<file path="src/rtl/scaler_bank_if.sv">
// Scaler bank bus bundle: counter inputs, period flag and byte-wide read port.
interface scaler_bank_if #(
  parameter int NUM_CH   = 32,
  parameter int ADR_BITS = 8
);
  logic [NUM_CH-1:0]   scal_i;
  logic                pps_i;
  logic                rd_i;
  logic [ADR_BITS-1:0] adr_i;
  logic [7:0]          dat_o;
  logic                valid_o;
  logic                update_o;
  logic                timeout_o;

  modport master (
    output scal_i, pps_i, rd_i, adr_i,
    input  dat_o, valid_o, update_o, timeout_o
  );

  modport slave (
    input  scal_i, pps_i, rd_i, adr_i,
    output dat_o, valid_o, update_o, timeout_o
  );
endinterface

</file>
<file path="src/rtl/scaler_bank.sv">
// Bank of NUM_CH saturating event scalers latched per PPS period (or timeout), read as bytes.
// Read data 1 cycle after rd_i, one byte per cycle, no backpressure; update_o 1 cycle after period end.
module scaler_bank #(
  parameter int NUM_CH        = 32,
  parameter int PRESCALE_BITS = 5,
  parameter int OUTPUT_BITS   = 16,
  parameter int EDGE_MODE     = 1,
  parameter int PPS_TIMEOUT   = 0,
  parameter int ADR_BITS      = 8
) (
  input  logic         clk_i,
  input  logic         rst_n_i,
  scaler_bank_if.slave bus
);
  localparam int CW        = PRESCALE_BITS + OUTPUT_BITS;
  localparam int BYTES     = OUTPUT_BITS / 8;
  localparam int BYTE_BITS = $clog2(BYTES);
  localparam int TW        = (PPS_TIMEOUT > 1) ? $clog2(PPS_TIMEOUT) : 1;

  localparam logic [TW-1:0]       TO_LAST  = (PPS_TIMEOUT > 0) ? TW'(PPS_TIMEOUT - 1) : '0;
  localparam logic [ADR_BITS-1:0] STAT_ADR = ADR_BITS'(NUM_CH << BYTE_BITS);
  localparam logic [ADR_BITS-1:0] BYTE_MSK = ADR_BITS'(BYTES - 1);
  localparam logic [CW-1:0]       CNT_MAX  = '1;

  logic [NUM_CH-1:0]      r_scal_q;
  logic [NUM_CH-1:0]      w_ev;
  logic [NUM_CH-1:0]      r_sat;
  logic [NUM_CH-1:0]      w_sat_nxt;
  logic [CW-1:0]          r_cnt     [NUM_CH];
  logic [CW-1:0]          w_cnt_inc [NUM_CH];
  logic [OUTPUT_BITS-1:0] r_latch   [NUM_CH];
  logic [TW-1:0]          r_per;
  logic                   w_hit;
  logic                   w_pe;
  logic                   r_upd;
  logic                   r_tmo;

  logic [OUTPUT_BITS-1:0] r_hold;
  logic [ADR_BITS-1:0]    r_tag;
  logic                   r_tag_vld;
  logic [7:0]             r_dat;
  logic                   r_vld;

  logic [ADR_BITS-1:0]    w_ch;
  logic [ADR_BITS-1:0]    w_byte;
  logic                   w_is_ch;
  logic                   w_use_hold;
  logic [OUTPUT_BITS-1:0] w_live_val;
  logic [OUTPUT_BITS-1:0] w_src_val;
  logic [OUTPUT_BITS-1:0] w_shift;
  logic [7:0]             w_rd_byte;

  assign w_ev  = (EDGE_MODE != 0) ? (bus.scal_i & ~r_scal_q) : bus.scal_i;
  assign w_hit = (PPS_TIMEOUT > 0) && (r_per == TO_LAST);
  assign w_pe  = bus.pps_i | w_hit;

  // The pe-cycle event is folded in here so the closing period owns it.
  always_comb begin
    for (int c = 0; c < NUM_CH; c++) begin
      w_cnt_inc[c] = r_cnt[c];
      if (w_ev[c] && (r_cnt[c] != CNT_MAX)) begin
        w_cnt_inc[c] = r_cnt[c] + CW'(1);
      end
      w_sat_nxt[c] = (w_cnt_inc[c] == CNT_MAX);
    end
  end

  always_ff @(posedge clk_i or negedge rst_n_i) begin
    if (!rst_n_i) begin
      r_scal_q <= '0;
      r_sat    <= '0;
      r_per    <= '0;
      r_upd    <= 1'b0;
      r_tmo    <= 1'b0;
      for (int c = 0; c < NUM_CH; c++) begin
        r_cnt[c]   <= '0;
        r_latch[c] <= '0;
      end
    end else begin
      r_scal_q <= bus.scal_i;
      r_upd    <= w_pe;
      if (w_pe) begin
        for (int c = 0; c < NUM_CH; c++) begin
          r_latch[c] <= w_cnt_inc[c][CW-1:PRESCALE_BITS];
          r_cnt[c]   <= '0;
        end
        r_sat <= w_sat_nxt;
        r_per <= '0;
        r_tmo <= ~bus.pps_i;
      end else begin
        for (int c = 0; c < NUM_CH; c++) begin
          r_cnt[c] <= w_cnt_inc[c];
        end
        if (PPS_TIMEOUT > 0) begin
          r_per <= r_per + TW'(1);
        end
      end
    end
  end

  always_comb begin
    w_ch       = bus.adr_i >> BYTE_BITS;
    w_byte     = bus.adr_i & BYTE_MSK;
    w_is_ch    = (w_ch < ADR_BITS'(NUM_CH));
    w_live_val = '0;
    for (int c = 0; c < NUM_CH; c++) begin
      if (w_ch == ADR_BITS'(c)) begin
        w_live_val = r_latch[c];
      end
    end
    // Upper bytes of the channel last opened by a byte-0 read come from the snapshot.
    w_use_hold = r_tag_vld && (r_tag == w_ch) && (w_byte != '0);
    w_src_val  = w_use_hold ? r_hold : w_live_val;
    w_shift    = w_src_val >> {w_byte, 3'b000};
    w_rd_byte  = 8'h00;
    if (w_is_ch) begin
      w_rd_byte = w_shift[7:0];
    end else if (bus.adr_i == STAT_ADR) begin
      w_rd_byte = {6'b000000, |r_sat, r_tmo};
    end
  end

  always_ff @(posedge clk_i or negedge rst_n_i) begin
    if (!rst_n_i) begin
      r_dat     <= 8'h00;
      r_vld     <= 1'b0;
      r_hold    <= '0;
      r_tag     <= '0;
      r_tag_vld <= 1'b0;
    end else begin
      r_vld <= bus.rd_i;
      r_dat <= bus.rd_i ? w_rd_byte : 8'h00;
      if (bus.rd_i && w_is_ch && (w_byte == '0)) begin
        r_hold    <= w_live_val;
        r_tag     <= w_ch;
        r_tag_vld <= 1'b1;
      end
    end
  end

  assign bus.dat_o     = r_dat;
  assign bus.valid_o   = r_vld;
  assign bus.update_o  = r_upd;
  assign bus.timeout_o = r_tmo;
endmodule
</file>
<file path="src/flat_wrapper.sv">
// flat-port wrapper written by rule: the top's interface ports become plain ports
module scaler_bank_flat 
#(
  parameter int NUM_CH        = 32,
  parameter int PRESCALE_BITS = 5,
  parameter int OUTPUT_BITS   = 16,
  parameter int EDGE_MODE     = 1,
  parameter int PPS_TIMEOUT   = 0,
  parameter int ADR_BITS      = 8
)
  (clk_i, rst_n_i, bus_scal_i, bus_pps_i, bus_rd_i, bus_adr_i, bus_dat_o, bus_valid_o, bus_update_o, bus_timeout_o);
  scaler_bank_if #(.NUM_CH(NUM_CH), .ADR_BITS(ADR_BITS)) bus_i ();
  input  logic clk_i;
  input  logic rst_n_i;
  input wire logic [$bits(bus_i.scal_i)-1:0] bus_scal_i;
  input wire logic [$bits(bus_i.pps_i)-1:0] bus_pps_i;
  input wire logic [$bits(bus_i.rd_i)-1:0] bus_rd_i;
  input wire logic [$bits(bus_i.adr_i)-1:0] bus_adr_i;
  output wire logic [$bits(bus_i.dat_o)-1:0] bus_dat_o;
  output wire logic [$bits(bus_i.valid_o)-1:0] bus_valid_o;
  output wire logic [$bits(bus_i.update_o)-1:0] bus_update_o;
  output wire logic [$bits(bus_i.timeout_o)-1:0] bus_timeout_o;
  assign bus_i.scal_i = bus_scal_i;
  assign bus_i.pps_i = bus_pps_i;
  assign bus_i.rd_i = bus_rd_i;
  assign bus_i.adr_i = bus_adr_i;
  assign bus_dat_o = bus_i.dat_o;
  assign bus_valid_o = bus_i.valid_o;
  assign bus_update_o = bus_i.update_o;
  assign bus_timeout_o = bus_i.timeout_o;
  scaler_bank #(.NUM_CH(NUM_CH), .PRESCALE_BITS(PRESCALE_BITS), .OUTPUT_BITS(OUTPUT_BITS), .EDGE_MODE(EDGE_MODE), .PPS_TIMEOUT(PPS_TIMEOUT), .ADR_BITS(ADR_BITS)) u_core (.clk_i(clk_i), .rst_n_i(rst_n_i), .bus(bus_i));
endmodule
</file>
<file path="config.mk">
export PLATFORM = sky130hd
export DESIGN_NAME = scaler_bank_flat
export DESIGN_NICKNAME = d
export VERILOG_FILES = /design/src/rtl/scaler_bank_if.sv /design/src/rtl/scaler_bank.sv /design/src/flat_wrapper.sv
export SDC_FILE = /design/constraint.sdc
export NUM_CORES = 2
export LEC_CHECK = 0
export ABC_CLOCK_PERIOD_IN_PS = 3400
export CAP_MARGIN = 30
export CELL_PAD_IN_SITES_DETAIL_PLACEMENT = 0
export CELL_PAD_IN_SITES_GLOBAL_PLACEMENT = 2
export CORE_UTILIZATION = 41
export CTS_CLUSTER_SIZE = 8
export DETAILED_ROUTE_END_ITERATION = 10
export GPL_TIMING_DRIVEN = 0
export PLACE_DENSITY = 0.83
export SYNTH_ARGS = -nofsm -noshare
export SYNTH_HDL_FRONTEND = slang
export SYNTH_SLANG_ARGS = --single-unit
</file>
<file path="constraint.sdc">
create_clock -name clk_i -period 3.4 [get_ports clk_i]
set_input_delay 1.02 -clock clk_i [delete_from_list [all_inputs] [get_ports clk_i]]
set_output_delay 1.02 -clock clk_i [all_outputs]
set_load 0.02 [all_outputs]
</file>
==> flow_summary.toml <==
[timing]
slew_headroom = 0.2396
setup_viol = 17
tightest_slew_ps = 1130
finalClockSkew_ps = 41.90
fmax_mhz = 276.5
final_max_slew_viol_count = 0
hold_violations = 0
rsz0062_at_grt = "yes"
finalSetupTns_ps = -998.1
fin_crit_sh = 1.064
min_period_ps = 3617
worst_slack_ps = -217.2

[global_route]
grt_pass1_wl_um = 363900
gr-total-overflow = 0
antenna_found_initial = 19
grt_max_degree = 180
grt_use_total = 0.3096
grt_pass1_vias = 53730

[flow_run]
drv_cap = 0

[setup_path]
max_stage_delay_ps = 420
slowest_stage = "a221oi_2"
path_max_fanout = 10
critPathCaptureType = "register"
crit_required_ps = 3960
crit_top_cell = "buf_8"
critPathLaunchType = "input pin"
critical_path_class = "input pin to register"
path_cells = "buf_2, buf_8, buf_8, buf_6, clkbuf_4, buf_8, o2bb2ai_1, a22oi_2, o21ai_1, a221oi_2, o22a_1, o211ai_1"
arrival_ps = 4180

[power_and_ir_drop]
power_density_nw_per_um2 = 476.5
fin_total_pwr_mw = 35.43
leakagePower_nw = 30.70
ir_drop_v = 0.0004977

[clocking]
cts_hold_repair.buffers = 0
clock_latency_ps = 840
cts_tree = "built"
numCtsBuffers = 179
cts_num_sinks = 1275
cts_root_buffer = "clkbuf_16"
cts.htree.levels = 4
cts.clk_slew.worst_paths_ps = 50
cts_buffer_depth = 3

[drt]
routed_wl_um = 245500
wl_per_cell_um = 26.38
viasPerCell = 6.019
dr.pass1.iters = 6
ant_nets = 0
first_iter_violations = 6032
drc = 0
vias = 56020

[logic_synthesis]
synth_async_sr_flop_share = 1.000
yosysTopAreaCell = "dfrtp_1"
ys_warn_count = 0
yosys.area.top_type_share = 0.4965
synth.top_cells.by_count = "nor2_1 (1376), dfrtp_1 (1275), a21oi_1 (635)"
synth-seq-cells = 1275
syn-num-nets = 7013
synth_ff_type = "dfrtp_1"
synth_cells = 6937
ys_types = 97
seq_area_frac_synth = 0.4965
synth_area_leaders = "dfrtp_1 (50%), nor2_1 (8.0%), a21oi_1 (4.9%)"
synth_edf_count = 0
synth_area_um2 = 64260
yosysMostFrequentCell = "nor2_1"
avgSynthCellArea_um2 = 9.264

[place]
gp_congestion = 1.004
dp.cells = 9085
hpwl_um = 182400
io_buffers = 49

[worst_hold_path]
hold_class = "input pin to asynchronous set/reset pin"

[floorplanning]
start_util = 0.4152
rows = 144
io_pins = 55
die_h_um = 397.9
die_x_um = 397.9
core_um2 = 154800
fp.dieArea_um2 = 158300

[final_layout]
fillers = 14640
syn_to_final_growth_pct = 15.71
fin_nets = 7301
final_cell_count_no_fill = 9307
layout-drive-gt1-share = 0.09846
finalCoreUtilization = 0.4804

[status]
violations = "negative setup slack"
status = "finished with violations"
[power breakdown]
group	total, mW	internal, mW	leakage [nW]	switching [mW]
registers	16.2	15.7	17.0	0.552
logic	2.74	0.830	11.3	1.91
clock network	16.5	9.53	2.40	6.93
total	35.4	26.1	30.7	9.38
[critical path: cells and delay by family]
family                 cells  cell delay (ps)
AO/OA/AOI/OAI              6             1670
buffers and inverters      6             1420
[layout make-up]
| cell class | count | area [um2] | area share |
|---|---|---|---|
| Tap cell | 2044 | 2557 | 0.03439 |
| Clock buffer | 192 | 4568 | 0.06143 |
| Inverter | 81 | 307.8 | 0.004139 |
| Timing Repair Buffer | 116 | 1408 | 0.01893 |
| Clock inverter | 16 | 366.6 | 0.004930 |
| Buffer | 364 | 2048 | 0.02755 |
| Antenna cell | 11 | 27.53 | 0.0003702 |
| Multi-Input combinational cell | 5208 | 31170 | 0.4192 |
| Sequential cell | 1275 | 31910 | 0.4291 |
[final timing paths]
path | startpoint | endpoint | slack (ps) | depth (start not counted)
worst max-delay path | bus_adr_i[1] | u_core.bus.dat_o[3] | -220 | 12
worst min register to register | u_core.r_tag_vld | u_core.r_tag_vld | 470 | 1
min in group clk_i | u_core.r_tag_vld | u_core.r_tag_vld | 470 | 1
worst min-delay path | rst_n_i | u_core.r_cnt[252] | 100 | 1
worst max register to register | u_core.r_cnt[134] | u_core.r_sat[25] | 170 | 7
max in group asynchronous | rst_n_i | u_core.r_latch[492] | 940 | 4
[placed cells by master, fill, tap and decap left out, types with 124 or more instances in the layout]
master,netlist,routed
nand3_1,311,310
clkbuf_1,327,131
dfrtp_1,1275,1275
nor3_1,131,124
clkbuf_2,0,148
nor2_1,1376,1367
nand2_1,439,436
nand4_1,232,232
clkbuf_16,0,181
xor2_1,319,319
a21oi_1,635,635
xnor2_1,269,269
[metal layers]
metal,track usage,part of all wire,up-vias
met5,0,0.00023,-
li1,-,-,25200
met4,0.1154,0.040,10
met2,0.4451,0.42,2252
met1,0.4478,0.45,28070
met3,0.07609,0.088,488
[through the flow]
stage                     instance area, um2  setup WS [ps]  hold WS, ps
final                                  74360         -217.2        102.4
after global routing                   74340         -119.4        128.7
after CTS                              74060         -81.60        111.8
after detailed placement               68160          -3455        454.4
after global placement                 67310         -58140        450.3
after floorplan                        64260          98.35        435.5
[sequential cells by signal (all words and copies together), names as in the netlist]
name                  count
u_core.bus.dat_o          8
u_core.bus.timeout_o      1
u_core.bus.update_o       1
u_core.bus.valid_o        1
u_core.r_cnt            672
u_core.r_hold             8
u_core.r_latch          512
u_core.r_sat             32
u_core.r_scal_q          32
u_core.r_tag              7
u_core.r_tag_vld          1
[kinds of logic after synthesis]
family,share of synthesized area
compound gates,0.1230
flops,0.4965
buf+inv,0.02681
simple gates,0.2404
xor+xnor,0.08014
fa+ha+maj,0.006230
mux,0.02702
[repair_timing]
action                      CTS  global route
setup endpoints to repair  1199           310
resized for setup           356           164
pin swaps                    11             6
setup buffers                 7             2
Power figures use the tool's default switching activity.
